File: src/rtl/serial_arith_pkg.sv
// Shared definitions for the bit-serial arithmetic blocks.
//   sub_state_e      : sequencing states for the serial datapath
//   SS_DEFAULT_WIDTH : default operand/result width
package serial_arith_pkg;

  typedef enum logic [1:0] {
    IDLE  = 2'd0,
    SHIFT = 2'd1,
    DONE  = 2'd2
  } sub_state_e;

  localparam int unsigned SS_DEFAULT_WIDTH = 8;

endpackage

File: src/rtl/full_subtractor_cell.sv
// One-bit full subtractor: computes x - y - bin.
// Ports:
//   x, y : minuend / subtrahend bit
//   bin  : borrow in
//   d    : difference bit
//   bout : borrow out
module full_subtractor_cell (
  input  logic x,
  input  logic y,
  input  logic bin,
  output logic d,
  output logic bout
);

  always_comb begin
    d    = x ^ y ^ bin;
    bout = (~x & y) | (~(x ^ y) & bin);
  end

endmodule

File: src/rtl/serial_subtractor.sv
// Bit-serial LSB-first subtractor: DIFF = A - B over WIDTH cycles.
// Ports:
//   clk, rst : rising-edge clock, asynchronous active-high reset
//   start    : one-cycle request; a/b sampled on the same edge
//   a, b     : minuend / subtrahend
//   busy     : high while bits are being processed
//   done     : one-cycle pulse when diff/borrow become valid
//   diff     : A - B modulo 2^WIDTH (held until the next op completes)
//   borrow   : final borrow-out, 1 iff A < B unsigned
//   diff_bit : serial difference bit produced this cycle (0 when not busy)
module serial_subtractor
  import serial_arith_pkg::*;
#(
  parameter int unsigned WIDTH = SS_DEFAULT_WIDTH
) (
  input  logic             clk,
  input  logic             rst,
  input  logic             start,
  input  logic [WIDTH-1:0] a,
  input  logic [WIDTH-1:0] b,
  output logic             busy,
  output logic             done,
  output logic [WIDTH-1:0] diff,
  output logic             borrow,
  output logic             diff_bit
);

  localparam int unsigned CNT_W    = $clog2(WIDTH + 1);
  localparam logic [CNT_W-1:0] LAST_CNT = CNT_W'(WIDTH - 1);

  sub_state_e       state_q, state_d;
  logic [WIDTH-1:0] a_sr_q, a_sr_d;
  logic [WIDTH-1:0] b_sr_q, b_sr_d;
  logic [WIDTH-1:0] res_sr_q, res_sr_d;
  logic [CNT_W-1:0] cnt_q, cnt_d;
  logic             br_q, br_d;
  logic [WIDTH-1:0] diff_q, diff_d;
  logic             borrow_q, borrow_d;

  logic cell_d;
  logic cell_bout;
  logic load;

  full_subtractor_cell u_cell (
    .x    (a_sr_q[0]),
    .y    (b_sr_q[0]),
    .bin  (br_q),
    .d    (cell_d),
    .bout (cell_bout)
  );

  // State and datapath registers
  always_ff @(posedge clk or posedge rst) begin
    if (rst) begin
      state_q  <= IDLE;
      a_sr_q   <= '0;
      b_sr_q   <= '0;
      res_sr_q <= '0;
      cnt_q    <= '0;
      br_q     <= 1'b0;
      diff_q   <= '0;
      borrow_q <= 1'b0;
    end else begin
      state_q  <= state_d;
      a_sr_q   <= a_sr_d;
      b_sr_q   <= b_sr_d;
      res_sr_q <= res_sr_d;
      cnt_q    <= cnt_d;
      br_q     <= br_d;
      diff_q   <= diff_d;
      borrow_q <= borrow_d;
    end
  end

  // Next-state logic
  always_comb begin
    state_d = state_q;
    unique case (state_q)
      IDLE:    if (start) state_d = SHIFT;
      SHIFT:   if (cnt_q == LAST_CNT) state_d = DONE;
      DONE:    state_d = start ? SHIFT : IDLE;
      default: state_d = IDLE;
    endcase
  end

  // Starts are accepted from IDLE and from the DONE cycle, never mid-shift.
  assign load = start && (state_q != SHIFT);

  // Datapath next-state
  always_comb begin
    a_sr_d   = a_sr_q;
    b_sr_d   = b_sr_q;
    res_sr_d = res_sr_q;
    cnt_d    = cnt_q;
    br_d     = br_q;
    diff_d   = diff_q;
    borrow_d = borrow_q;
    if (load) begin
      a_sr_d = a;
      b_sr_d = b;
      br_d   = 1'b0;
      cnt_d  = '0;
    end else if (state_q == SHIFT) begin
      a_sr_d   = {1'b0, a_sr_q[WIDTH-1:1]};
      b_sr_d   = {1'b0, b_sr_q[WIDTH-1:1]};
      res_sr_d = {cell_d, res_sr_q[WIDTH-1:1]};
      br_d     = cell_bout;
      cnt_d    = cnt_q + CNT_W'(1);
      // Capture the result on the last shift edge so diff/borrow are
      // already valid in the DONE cycle and never change mid-operation.
      if (cnt_q == LAST_CNT) begin
        diff_d   = {cell_d, res_sr_q[WIDTH-1:1]};
        borrow_d = cell_bout;
      end
    end
  end

  // Outputs
  always_comb begin
    busy     = (state_q == SHIFT);
    done     = (state_q == DONE);
    diff_bit = (state_q == SHIFT) ? cell_d : 1'b0;
    diff     = diff_q;
    borrow   = borrow_q;
  end

endmodule

File: config.mk
export PLATFORM = sky130hd
export DESIGN_NAME = serial_subtractor
export DESIGN_NICKNAME = d
export VERILOG_FILES = /design/src/rtl/serial_arith_pkg.sv /design/src/rtl/full_subtractor_cell.sv /design/src/rtl/serial_subtractor.sv
export SDC_FILE = /design/constraint.sdc
export NUM_CORES = 1
export LEC_CHECK = 0
export BUFFER_PORTS_ARGS = -buffer_cell sky130_fd_sc_hd__buf_2
export CORE_UTILIZATION = 30
export DETAILED_ROUTE_END_ITERATION = 6
export PLACE_DENSITY = 0.57
export RECOVER_POWER = 50
export SLEW_MARGIN = 20
export SYNTH_ARGS = -nofsm -noshare
export SYNTH_HDL_FRONTEND = slang
export SYNTH_HIERARCHICAL = 1
export SYNTH_SLANG_ARGS = --single-unit
File: constraint.sdc
create_clock -name clk -period 2.6 [get_ports clk]
set_input_delay 0.26 -clock clk [delete_from_list [all_inputs] [get_ports clk]]
set_output_delay 0.26 -clock clk [all_outputs]
set_load 0.01 [all_outputs]
# After elaboration in Yosys (flattened, before gate mapping)
# Index checks and enable logic that the tools add are counted.
# W data, S select, Z words.
word_totals:
  elab_cells: 42
  output_inout_bits: 12
  ff_bits: 40
  input_bits: 19
op_classes:
  reduce_logical: 6
  addsub: 1
  n_eq_ne: 6
  n_bitwise: 8
  n_mux: 13
op_table:
  columns: ["operator", "n"]
  rows:
  - ["$mux W8", 4]
  - ["$mux W4", 2]
  - ["$pmux W2 S3", 1]
  - ["$add A4 B1 Y4 const B", 1]
  - ["$eq A4 B3 Y1 const B", 1]
  - ["$mux W1", 4]
  - ["$mux W2", 2]
  - ["$ne A2 B1 Y1 const B", 2]
  - ["$reduce_and A2 Y1", 2]
  - ["$not A1 Y1", 3]
  - ["$reduce_and A3 Y1", 1]
  - ["$and A1 B1 Y1", 2]
  - ["$eq A2 B1 Y1 const B", 1]
  - ["$eq A2 B2 Y1 const B", 1]
  - ["$logic_not A2 Y1", 1]
  - ["$ne A2 B2 Y1 const B", 1]
  - ["$reduce_bool A2 Y1", 1]
  - ["$xor A1 B1 Y1", 2]
  - ["$logic_and A1 B1 Y1", 1]
  - ["$or A1 B1 Y1", 1]

# Depth between registers and ports, before layout
# Gate-level depths: netlist of the first run.
depth:
  depth_word: 6
  ltp_mapped: 5
  depth_no_buf: 5

# Modules after synthesis
# Netlist of the first run, hierarchy kept.
modules_own_cells:
  columns: ["module", "n_inst", "cells_each", "area_per_inst_um2", "seq_area_each_um2"]
  rows:
  - ["serial_subtractor", 1, 147, 1642.8, 975.9]
  - ["full_subtractor_cell", 1, 4, 31.3, 0.0]

# Worst setup path before layout of the first run
# No wires, ideal clock.
synth_timing:
  path_type: "register -> register"
  startpoint: "register cnt_q[0]"
  endpoint: "register borrow_q, in the netlist borrow"
  slack_ps: 1183
  period_less_slack_ps: 1417
  setup_ps: 125
  required_time_ps: 2475
  path_buffers: 0
  arrival_time_ps: 1292
  stages_incl_launch_ff: 5
  path_cell_list: "dfrtp_1 ha_1 nand2_1 nor3_4 mux2_2"
synth_via:
  elab_chain_cells: 2
synth_lines:
  columns: ["item", "line_no", "source"]
  rows:
  - ["start: declaration", "serial_subtractor.sv:35", "logic [CNT_W-1:0] cnt_q, cnt_d;"]
  - ["start signal: assignment", "serial_subtractor.sv:68", "cnt_q <= cnt_d;"]
  - ["$eq A4 B3 Y1", "serial_subtractor.sv:111", "if (cnt_q == LAST_CNT) begin"]
  - ["$reduce_and A3 Y1 (no line)", null, null]
  - ["end signal: assignment", "serial_subtractor.sv:71", "borrow_q <= borrow_d;"]
  - ["end: declaration", "serial_subtractor.sv:38", "logic borrow_q, borrow_d;"]
# No other way between the ends.
# A chain may end at the register's enable or synchronous reset.

# Final worst setup path of the first run
layout_timing:
  startpoint: "register state_q[1]"
  endpoint: "output port diff_bit"
layout_via:
  elab_chain_cells: 2
layout_lines:
  columns: ["item", "line_no", "source"]
  rows:
  - ["start: declaration", "serial_subtractor.sv:31", "sub_state_e state_q, state_d;"]
  - ["start signal: assignment", "serial_subtractor.sv:64", "state_q <= state_d;"]
  - ["$eq A2 B1 Y1", "serial_subtractor.sv:122", "diff_bit = (state_q == SHIFT) ? cell_d : 1'b0;"]
  - ["$mux W1", "serial_subtractor.sv:122", null]
  - ["end: declaration", "serial_subtractor.sv:25", "output logic diff_bit"]
# No other way between the ends.

==> impl_metrics.ini, run 1 <==
[yosys]
synth_top_area_frac = 0.5830
yosysWarnings = 6
netlist.top_cell.by_area = dfrtp_1
async_flop_share = 1.000
ys_types = 21
synth_common_cells = dfrtp_1, nand2_1, o21ai_0
synthMostInstantiatedCell = dfrtp_1
synth_nets = 172
synth_ff_type = dfrtp_1
avgSynthCellArea_sq_um = 11.09
syn-instance-count = 151
synth_area_sq_mm = 0.001674
synth_seq_cells = 39
synth_edf_count = 0
yosysSeqAreaShare = 0.5830
yosys-top-cells-area = dfrtp_1, mux2i_1, nand2_1

[sta]
max_slew.worst_pin.slew_ns = 1.255
slew_violations = 0
period_needed_ns = 1.872
finalHoldViolCount = 0
clock_skew_ns = 0.004572
fmax_mhz = 534.1
tns_ns = 0
hold_ws_ns = 0.08432
setup_viol = 0
grt_setup_unrepaired = false
slew_headroom = 0.1635
period_share = 0.7201

[floorplanning]
die_w_um = 76.70
io_pins = 31
dieArea_sq_mm = 0.005883
die_h_um = 76.70
rows = 26
core-area_sq_mm = 0.005238
start_util = 0.3196

[run_status]
status = finished, final reports clean

[routing]
via_count = 1108
final_antenna_net_count = 0
wl_per_cell_um = 11.87
route.detailed.drc = 0
finalWirelength_um = 2991
dr.pass1.iters = 4
vias_per_cell = 4.397
first_iter_violations = 55

[cells_and_area]
nets = 204
utilization = 0.3743
area_growth_pct = 17.12
drive_gt1_frac = 0.2418
antenna_cells = 0

[power]
power_frac_clock = 0.169
sw_frac_of_total = 0.3601
comb_power_share = 0.352
p_int_mw = 1.379
switching_power_mw = 0.7760
power.leakage_nw = 0.9520
p_seq_frac = 0.479
p_per_area_mw_per_mm2 = 1099
ir_drop_mv = 0.4501

[clock_tree]
cts-htree-levels = 2
cts_tree = built
clock_latency_ns = 0.28
cts.sinks = 39
ctsResizeCount = 0
clockRootBuffer = clkbuf_8
cts_buffers = 5
cts_setup_buffers = 0
cts_max_path_buffers = 2
ctsHoldBuffers = 0
path_clk_slew_ns = 0.07

[placed_design]
io_buffers = 30
hpwl_um = 2029
place.gp.congestion = 0.7464

[setup_path]
crit_chain = nand2b_4, inv_2, and2_1, buf_2
crit_path_max_fanout = 31
cp-start-kind = flop
r2r_setup_slack_ns = 0.98
slowest_delay_ns = 0.38
cp.arrival_ns = 1.61
crit_required_ns = 2.34
cp_slowest_cell = inv_2
worstSetupPathType = reg2out
endpoint_kind = output port

[hold_path]
hp-class = in2async

[run]
max-cap-violations = 0

[global_routing]
grt_max_degree = 40
grt_util_all_layers = 0.1145
antenna_found_initial = 0
grt_first_pass_wirelength_um = 5168
grt_overflow_total = 0
grt_pass1_vias = 1084
==> logic make-up after synthesis <==
kind of cell	count (synthesis)	share of synthesized area
buffers and inverters	13	0.03214
AOI/OAI and AO/OA	20	0.06129
adders and majority gates	2	0.01943
DFF	39	0.5830
and+or+nand+nor	50	0.1353
muxes	27	0.1689
==> worst max-delay path, delay by kind of cell, from the launching register on <==
family,cells,cell delay [ns]
AND/OR/NAND/NOR,2,0.43
flip-flops,1,0.37
buffers and inverters,2,0.52
==> per-stage QoR <==
stage          power (mW)  worst slack (ns)  instances  instance area (sq um)
2_1_floorplan       1.573             1.183        151                   1674
3_3_place_gp        1.809             1.012        246                   1896
3_5_place_dp        1.827            0.9822        246                   1896
4_1_cts             2.202            0.6966        252                   1968
5_1_grt             2.355            0.5956        252                   1961
6_report            2.155            0.7278        252                   1961
==> layout make-up <==
type,count,area [sq um]
flip-flops and latches,39,975.9
multi-input cells,99,644.4
repair buffers,32,157.7
well taps,70,87.58
fillers,521,3277
clock buffers,6,72.57
inverters,6,22.52
==> sequential cells by signal (all words and copies together), names as in the netlist <==
register,cells
cnt_q,4
br_q,1
borrow,1
res_sr_q,7
a_sr_q,8
diff,8
b_sr_q,8
state_q,2
==> cell usage in the layout, fill, tap and decap left out <==
master,count
nand3b_1,1
nor3_4,1
nand2_1,38
buf_2,24
mux2i_1,17
inv_1,5
and2_1,1
nor2_1,2
nand3_1,4
clkbuf_8,5
buf_4,2
ha_1,1
dfrtp_1,39
mux2_2,10
fa_1,1
a21o_1,1
and2b_1,1
nor3_1,1
nand2b_4,1
inv_2,1
o21ai_0,19
clkbuf_1,7
==> final timing paths <==
path	from	cells after the start	endpoint
max	state_q[1]	4	diff_bit
min	rst	3	res_sr_q[7]
max reg2reg	cnt_q[0]	4	borrow
min reg2reg	res_sr_q[1]	2	res_sr_q[1]
max in group asynchronous	rst	3	b_sr_q[0]
min in group clk	b[7]	3	b_sr_q[7]
==> power groups by stage <==
stage	clock (mW)	combinational [mW]	sequential (mW)
finish	0.364	0.758	1.03
detailed placement	0	0.782	1.04
floorplan	0	0.529	1.04
global placement	0	0.768	1.04
CTS	0.383	0.783	1.04
global route	0.409	0.872	1.07
==> layer usage <==
layer | vias to the layer above | share of wire | global-route usage
met1 | 518 | 0.50 | 0.1469
met3 | 6 | 0.040 | 0.03690
met5 | - | 0 | 0
met2 | 19 | 0.44 | 0.1750
met4 | 0 | 0.019 | 0.05192
li1 | 565 | - | -
No activity file was read; power rests on OpenSTA's default activity.
==> inputs of run 2 (changes only) <==
PLACE_DENSITY = 0.59   (was 0.57)
clock period = 1.51 ns   (was 2.6 ns; I/O delays follow)
==> run 2 against run 1 <==
  * The flow now finishes with violations (setup timing)
  * Register-to-register slack worse by 0.89 ns
  * Total power up 93%
  * Utilization up 2.5 points
  * Die area is the same
  * Flip-flop and latch count unchanged
  * Worst setup slack got worse by 0.88 ns
  * Sequential share of layout area fell by 3.2 points
  * Largest cell class unchanged
  * First-iteration DRC count is 29% lower
==> impl_metrics.ini, run 2 (synthesis gave the netlist of run 1 again) <==
[routing]
vias_per_cell = 4.319
first_iter_violations = 39
via_count = 1136
dr.pass1.iters = 4
finalWirelength_um = 3050
wl_per_cell_um = 11.60
final_antenna_net_count = 0
route.detailed.drc = 0

[cells_and_area]
nFillCells = 513
utilization = 0.3997
layout_commonest_cell = dfrtp_1
antenna_cells = 0
area_growth_pct = 25.04
drive_gt1_frac = 0.3005
final_cell_mix = dfrtp_1, nand2_1, buf_2, o21ai_0, mux2i_1
layout.cells.non_filler = 263
multi_input_comb_area_sq_um = 649.4
final_area_sq_mm = 0.002093
seq_area_sq_um = 975.9
nets = 213

[sta]
period_share = 1.098
finalHoldViolCount = 0
slew_headroom = 0.4270
period_needed_ns = 1.658
finalWorstSetupSlack_ns = -0.1479
max_slew.worst_pin.slew_ns = 0.8595
setup_viol = 1
slew_violations = 0
clock_skew_ns = 0.009651
fmax_mhz = 603.2
grt_setup_unrepaired = true
tns_ns = -0.1479

[placed_design]
placed_cells = 251
hpwl_um = 2113
place_area_sq_mm = 0.001946
dpl_worst_slack_ns = 0.07737
place.gp.congestion = 0.7364
io_buffers = 30

[global_routing]
antenna_found_initial = 0
grt_max_degree = 40
grt_pass1_vias = 1156
grt_overflow_total = 0
grt_first_pass_wirelength_um = 5354
grt_util_all_layers = 0.1153

[clock_tree]
clockRootBuffer = clkbuf_8
cts-htree-levels = 2
path_clk_slew_ns = 0.07
clock_latency_ns = 0.29
cts_buffers = 5
cts_tree = built
cts_max_path_buffers = 2
cts.sinks = 39

[setup_path]
crit_required_ns = 1.36
crit_path_max_fanout = 2
worstSetupPathType = reg2out
slowest_delay_ns = 0.56
cp_slowest_cell = fa_1
crit_chain = inv_2, fa_1, and2_4, buf_6
cp.arrival_ns = 1.51
cp_top_family = adder cells
cp_num_buf_inv = 2
r2r_setup_slack_ns = 0.09
endpoint_kind = output port
cp-start-kind = flop

[floorplanning]
io_pins = 31
die_w_um = 76.70
die_h_um = 76.70
dieArea_sq_mm = 0.005883
rows = 26
start_util = 0.3196
core-area_sq_mm = 0.005238

[hold_path]
hp-class = in2reg

[power]
p_per_area_mw_per_mm2 = 1984
ir_drop_mv = 0.8624
power.leakage_nw = 1.019

[run_status]
violations = setup timing
status = complete, but fails checks

[run]
max-cap-violations = 0
## run 2: layer usage
layer  vias up  share of wire  global-route usage
met5         -              0                   0
met3         5          0.028             0.02619
li1        580              -                   -
met2        19           0.43              0.1786
met1       532           0.53              0.1508
met4         0          0.016             0.05769
## run 2: per-stage QoR
| stage | power, mW | hold slack [ns] |
|---|---|---|
| after detailed placement | 3.212 | 0.3070 |
| after floorplan | 2.709 | 0.3073 |
| after global routing | 4.499 | 0.1218 |
| after global placement | 3.181 | 0.3017 |
| after CTS | 4.192 | 0.09912 |
| final | 4.153 | 0.1115 |
## run 2: area by class of cell
class / instances / area share
clock buffers: 6 / 0.03945
clock inverters: 2 / 0.01674
inverters: 6 / 0.01076
multi-input cells: 99 / 0.3102
flip-flops and latches: 39 / 0.4662
well taps: 70 / 0.04184
repair buffers: 41 / 0.1148
## run 2: tightest hold or removal path, cell delays in order
cell and delay [ns]:
buf_2 0.07, mux2i_1 0.05, nor2_1 0.08
## run 2: timing repair
action	in CTS	in global routing
setup endpoints to repair	1	10
hold endpoints to repair	39	0
resized for setup	3	2
buffers inserted	0	3
hold buffers	1	0
pin swaps	1	1
## run 2: worst paths after layout
path / from / endpoint / cells after the start
max in group asynchronous: rst / b_sr_q[4] / 4
worst max register to register: cnt_q[0] / diff[5] / 5
worst min register to register: res_sr_q[1] / res_sr_q[1] / 2
min in group asynchronous: rst / res_sr_q[7] / 4
worst max-delay path: b_sr_q[0] / diff_bit / 4
worst min-delay path: b[7] / b_sr_q[7] / 3
## run 2: power by group
| part | total, mW | switching, mW | internal (mW) |
|---|---|---|---|
| Combinational | 1.49 | 0.780 | 0.709 |
| Clock | 0.884 | 0.349 | 0.534 |
| Sequential | 1.78 | 0.278 | 1.50 |
